### src/rtl/zmips_pkg.sv
// zmips shared definitions: register-file geometry, PC alias
// register numbers and the register-file write request bundle.
package zmips_pkg;

    localparam int REG_AW        = 5;
    localparam int DATA_W        = 32;
    localparam int REG_PC_SHADOW = 30;
    localparam int REG_PC_LIVE   = 31;

    typedef struct packed {
        logic [REG_AW-1:0] addr;
        logic [DATA_W-1:0] data;
    } wr_req_t;

    // r30/r31 alias the PC and must never reach the register file
    function automatic logic is_pc_alias(input logic [REG_AW-1:0] a);
        return (a == REG_AW'(REG_PC_SHADOW)) ||
               (a == REG_AW'(REG_PC_LIVE));
    endfunction

endpackage

### src/rtl/zmips_rr_arb.sv
// zmips_rr_arb: NREQ-way round-robin grant generator with pointer.
// Ports: clk, rst_n, valid (requests) -> grant (one-hot), grant_idx.
module zmips_rr_arb #(
    parameter int NREQ  = 3,
    parameter int IDX_W = (NREQ > 1) ? $clog2(NREQ) : 1
) (
    input  logic             clk,
    input  logic             rst_n,
    input  logic [NREQ-1:0]  valid,
    output logic [NREQ-1:0]  grant,
    output logic [IDX_W-1:0] grant_idx
);

    logic [IDX_W-1:0] last_grant;
    logic             any;

    // Search starts one past the last winner and wraps around,
    // so the last winner itself is checked last.
    always_comb begin
        int idx;
        grant     = '0;
        grant_idx = '0;
        any       = 1'b0;
        idx       = 0;
        for (int i = 1; i <= NREQ; i++) begin
            idx = int'(last_grant) + i;
            if (idx >= NREQ) begin
                idx = idx - NREQ;
            end
            if (!any && valid[idx]) begin
                any        = 1'b1;
                grant[idx] = 1'b1;
                grant_idx  = IDX_W'(idx);
            end
        end
    end

    // Every grant is a transfer: grant is only given to a valid
    // requester, and the write port never stalls.
    always_ff @(posedge clk or negedge rst_n) begin
        if (!rst_n) begin
            last_grant <= IDX_W'(NREQ - 1);
        end else if (any) begin
            last_grant <= grant_idx;
        end
    end

endmodule

### src/rtl/zmips_rf_wr_arb.sv
// zmips_rf_wr_arb: arbitrates NREQ register-file writers onto one
// registered write port, drops PC-alias writes and forwards in-flight data.
// Ports: req_valid/req_addr/req_data -> req_ready (one-hot grant);
//        wr/wr_addr/wr_data register-file write; rd_addr_0/1 -> fwd_hit_0/1,
//        fwd_data; drop_err pulse and saturating drop_cnt.
module zmips_rf_wr_arb
    import zmips_pkg::*;
#(
    parameter int NREQ  = 3,
    parameter int CNT_W = 8
) (
    input  logic                         clk,
    input  logic                         rst_n,
    input  logic [NREQ-1:0]              req_valid,
    input  logic [NREQ-1:0][REG_AW-1:0]  req_addr,
    input  logic [NREQ-1:0][DATA_W-1:0]  req_data,
    output logic [NREQ-1:0]              req_ready,
    output logic                         wr,
    output logic [REG_AW-1:0]            wr_addr,
    output logic [DATA_W-1:0]            wr_data,
    input  logic [REG_AW-1:0]            rd_addr_0,
    input  logic [REG_AW-1:0]            rd_addr_1,
    output logic                         fwd_hit_0,
    output logic                         fwd_hit_1,
    output logic [DATA_W-1:0]            fwd_data,
    output logic                         drop_err,
    output logic [CNT_W-1:0]             drop_cnt
);

    localparam int IDX_W = (NREQ > 1) ? $clog2(NREQ) : 1;

    logic [NREQ-1:0]  grant;
    logic [IDX_W-1:0] grant_idx;
    wr_req_t          sel;
    logic             xfer;
    logic             drop;

    zmips_rr_arb #(
        .NREQ  (NREQ),
        .IDX_W (IDX_W)
    ) u_arb (
        .clk       (clk),
        .rst_n     (rst_n),
        .valid     (req_valid),
        .grant     (grant),
        .grant_idx (grant_idx)
    );

    // No handshake is offered while reset is held.
    assign req_ready = rst_n ? grant : '0;

    always_comb begin
        sel.addr = req_addr[grant_idx];
        sel.data = req_data[grant_idx];
    end

    assign xfer = |req_ready;
    assign drop = is_pc_alias(sel.addr);

    // wr_addr/wr_data only move on a real write so forwarding
    // always sees the last committed destination.
    always_ff @(posedge clk or negedge rst_n) begin
        if (!rst_n) begin
            wr       <= 1'b0;
            wr_addr  <= '0;
            wr_data  <= '0;
            drop_err <= 1'b0;
            drop_cnt <= '0;
        end else begin
            wr       <= xfer && !drop;
            drop_err <= xfer && drop;
            if (xfer && !drop) begin
                wr_addr <= sel.addr;
                wr_data <= sel.data;
            end
            if (xfer && drop && (drop_cnt != '1)) begin
                drop_cnt <= drop_cnt + CNT_W'(1);
            end
        end
    end

    assign fwd_hit_0 = wr && (rd_addr_0 == wr_addr);
    assign fwd_hit_1 = wr && (rd_addr_1 == wr_addr);
    assign fwd_data  = wr_data;

endmodule

### config.mk
export PLATFORM = sky130hd
export DESIGN_NAME = zmips_rf_wr_arb
export DESIGN_NICKNAME = d
export VERILOG_FILES = /design/src/rtl/zmips_pkg.sv /design/src/rtl/zmips_rr_arb.sv /design/src/rtl/zmips_rf_wr_arb.sv
export SDC_FILE = /design/constraint.sdc
export NUM_CORES = 1
export LEC_CHECK = 0
export CORE_UTILIZATION = 37
export CTS_CLUSTER_DIAMETER = 60
export CTS_CLUSTER_SIZE = 8
export DETAILED_ROUTE_END_ITERATION = 10
export GPL_ROUTABILITY_DRIVEN = 0
export PLACE_DENSITY_LB_ADDON = 0.15
export SETUP_SLACK_MARGIN = 0.1
export SLEW_MARGIN = 20
export SYNTH_ARGS = -nofsm -noshare
export SYNTH_HDL_FRONTEND = slang
export SYNTH_HIERARCHICAL = 1
export SYNTH_SLANG_ARGS = --single-unit
### constraint.sdc
create_clock -name clk -period 10.1 [get_ports clk]
set_clock_uncertainty 0.05 [all_clocks]
set_input_delay 1.515 -clock clk [delete_from_list [all_inputs] [get_ports clk]]
set_output_delay 1.515 -clock clk [all_outputs]
set_load 0.01 [all_outputs]
==> metrics.md <==
| Metric | Value |
|---|---|
| Final antenna diode count | `0` |
| Nature of the critical path startpoint | `input pin` |
| Type of the worst min-delay path | `reg -> reg` |
| Sum of net half-perimeters after detailed placement | `7930 microns` |
| Post-synthesis share of cell area spent on and, or, nand and nor gates | `0.153` |
| Area of the mapped netlist | `3320 sq um` |
| Maximum vdd drop | `0.141 mV` |
| Maximum clock frequency | `0.168 GHz` |
| Req. time, crit path | `8540 ps` |
| Relative slew margins | `0.398` |
| Register area share after synthesis | `0.369` |
| RSZ-0062 raised after global routing | `false` |
| Adder-cell share of the synthesized area | `0.0226` |
| Total via count after detailed routing | `3,331` |
| Crit Path Max Fanout | `8` |
| Post-detailed-route wirelength per cell | `15.9 microns` |
| Synthesized-area fraction occupied by ao, oa, aoi and oai cells | `0.163` |
| Hold buffers post-CTS | `0` |
| Sequential cell fraction of total power | `0.222` |
| Cell internal pwr | `0.920 mW` |
| Cell-by-cell trace of the critical path | `clkdlybuf4s50_1 -> mux2_4 -> a222oi_1 -> nand2_2 -> o21ai_0 -> and2_1 -> clkdlybuf4s50_1` |
| Count of pins on the block boundary | `210` |
| Total die area | `9370 sq um` |
| Clock buffer depth | `2` |
| Initial detailed-routing violation count | `176` |
| Crit path DAT | `4390 ps` |
| Growth of design area from synthesis to finish | `62.3%` |
| Master of the slowest instance on the critical path | `a222oi_1` |
| Number of setup violations in the final report | `0` |
| Setup Buffers After CTS | `0` |
| Layout filler cell count | `759` |
| Lkg Pwr | `2.17 nW` |
| Crit-path most repeated cell | `clkdlybuf4s50_1` |
| Fraction of layout cells with a size suffix above 1 | `0.0584` |
| CTS H-tree depth | `2` |
| Count of final max-slew check failures | `0` |
| Most common cell after layout, fill and taps aside | `clkdlybuf4s50_1` |
| Critical path buffers and inverters | `2` |
| Net count of the mapped netlist | `510` |
| Crit. End Element | `primary output` |
| Cells after DPL | `647` |
| Antenna violations before repair | `0` |
| Standard-cell rows | `34` |
| Via-to-Cell Ratio | `5.08` |
| Switching share of power | `0.449` |
| Floorplan Core Area | `8720 sq um` |
| Max incr delay on CP | `650 ps` |
| Asr flop ratio synth | `1.00` |
| Share of power burned in the clock network | `0.067` |
| Clock latency of the later-clocked register in the worst-skew pair | `290 ps` |
| First-pass GRT wire length | `16,300 microns` |
| Share of the clock period used by the worst path | `0.590` |
| Starting Density | `0.381` |
| Crit path kind | `in -> out` |
| Average cell area after synthesis | `8.79 sq um` |
| Maximum number of pins on one net before global-route repair | `68` |
| Clock transition at the register clock pins on the worst setup and hold paths after CTS | `90 ps` |
| Critical path's top delay family | `compound AO/OA/AOI/OAI gates` |
| Post-synthesis instance total | `378` |
| Actual slew at the worst max-slew pin | `901 ps` |
| Number of warnings issued by yosys | `6` |
| Reported max-cap violation count | `0` |
| Total detailed-routing wirelength | `10,500 microns` |
| Sinks on the clock net | `49` |
| Power share of the combinational group | `0.711` |
| Worst slack on hold paths | `482 ps` |
| Min Tclk post-route | `5960 ps` |
| Commonest register cell after synthesis | `dfrtp_1` |
| Number of global-route vias before repair | `3,179` |
| Total number of nets in the final design | `679` |
| First-pass DRT Iterations | `6` |
| Buffer type at the clock tree root | `clkbuf_8` |
| EDFF count, synth | `0` |
| Share of the synthesized netlist area taken by xor and xnor gates | `0.0422` |
| GRT Resource Usage Total | `0.216` |
| TritonCTS clock tree | `yes` |
| Die Height | `96.8 microns` |
| Count of buffers inserted at the top-level ports | `209` |
| Dominant combinational cell family by area after synthesis | `compound AO/OA/AOI/OAI gates` |
| Most used cells in the layout excluding fill and tap cells | `clkdlybuf4s50_1, nor2_1, a21oi_1, dfrtp_1, mux2i_1` |
| Number of distinct library cells after synthesis | `44` |
| Status | `completed` |
| Die width | `96.8 microns` |
| TritonCTS buffer count | `5` |
| GRT overflow | `0` |
| Final Total Pwr | `1.67 mW` |
| Number of standard cells in the layout, taps in and fillers out | `656` |
| Flop and latch count out of synthesis | `49` |
| Number of failing hold endpoints at the final stage | `0` |
| # resized after CTS | `0` |
| Total Neg Setup Slack | `0 ps` |
| Sw power | `0.750 mW` |
| Power per unit of standard cell area | `309 nW/um^2` |
| Post-route DRC violation count | `0` |
| Mux cell area share after synthesis | `0.142` |
| Antenna Nets Post-Route | `0` |
[power groups by stage]
stage	Combinational [mW]	Sequential (mW)	Clock, mW
2_1_floorplan	0.734	0.395	0
3_3_place_gp	1.15	0.374	0
3_5_place_dp	1.17	0.378	0
4_1_cts	1.18	0.374	0.117
5_1_grt	1.29	0.387	0.125
6_report	1.19	0.372	0.111
[synthesized netlist by cell type (2+ instances only)]
cell,number,share of area
nand2b_1,3,0.0056
o22a_1,2,0.0053
mux2_1,3,0.010
nand3_1,6,0.0090
ha_1,6,0.023
buf_2,7,0.011
xor2_1,13,0.034
nand2_1,7,0.0079
inv_1,7,0.0079
nor4_2,2,0.0075
o21ai_0,4,0.0060
xnor2_1,3,0.0079
dfrtp_1,48,0.36
nor3_1,4,0.0060
buf_4,34,0.077
a21oi_1,68,0.10
clkbuf_1,10,0.011
nor4_1,2,0.0038
mux2i_1,41,0.12
and2_1,3,0.0056
a32oi_1,2,0.0053
nor2_1,77,0.087
and3_1,2,0.0038
o2bb2ai_2,4,0.018
[path summary, 6_finish.rpt]
check,start,to,slack (ps),cells after the start
setup / recovery,req_valid[2],req_ready[2],4140,7
hold / removal,drop_cnt[4]$_DFFE_PN0P_,drop_cnt[4]$_DFFE_PN0P_,480,1
setup reg to reg,u_arb/last_grant[0]$_DFFE_PN0P_,drop_cnt[6]$_DFFE_PN0P_,4860,12
hold reg to reg,drop_cnt[4]$_DFFE_PN0P_,drop_cnt[4]$_DFFE_PN0P_,480,1
max in group asynchronous,rst_n,fwd_data[0]$_DFFE_PN0P_,8210,2
min in group asynchronous,rst_n,drop_err$_DFF_PN0_,960,1
[final cells by class]
class	instances	area, sq um	share of cell area
inverters	7	26.3	0.00487
well taps	108	135	0.0250
flip-flops and latches	49	1230	0.227
multi-input cells	270	1780	0.330
repair buffers	214	2140	0.397
clock buffers	6	72.6	0.0134
clock inverters	2	10.0	0.00185
[sequential cells by signal, summed over array words and instances, names as in the netlist]
| register | cells |
|---|---|
| drop_cnt | 8 |
| drop_err | 1 |
| fwd_data | 32 |
| u_arb/last_grant | 2 |
| wr | 1 |
| wr_addr | 5 |
[cell families (layout without fill, tap and decap cells)]
group,Yosys count,after routing
flip-flops,49,49
multiplexers,46,46
adder cells (fa/ha/maj),6,6
AO/OA/AOI/OAI,89,89
XOR/XNOR,16,16
AND/OR/NAND/NOR,113,113
buffers and inverters,59,229
[through the flow]
step,util,cell area (sq um),setup slack [ps]
6_report,0.619,5400,4140
5_1_grt,0.619,5400,3920
4_1_cts,0.616,5370,4010
3_5_place_dp,0.606,5290,3700
3_3_place_gp,0.606,5290,3840
2_1_floorplan,-,3320,5570
[layer usage]
layer	GRT usage	share of wire
met5	0	0
met4	0.0712	0.025
met3	0.0527	0.076
met2	0.366	0.48
met1	0.269	0.42
Power figures use the tool's default switching activity.
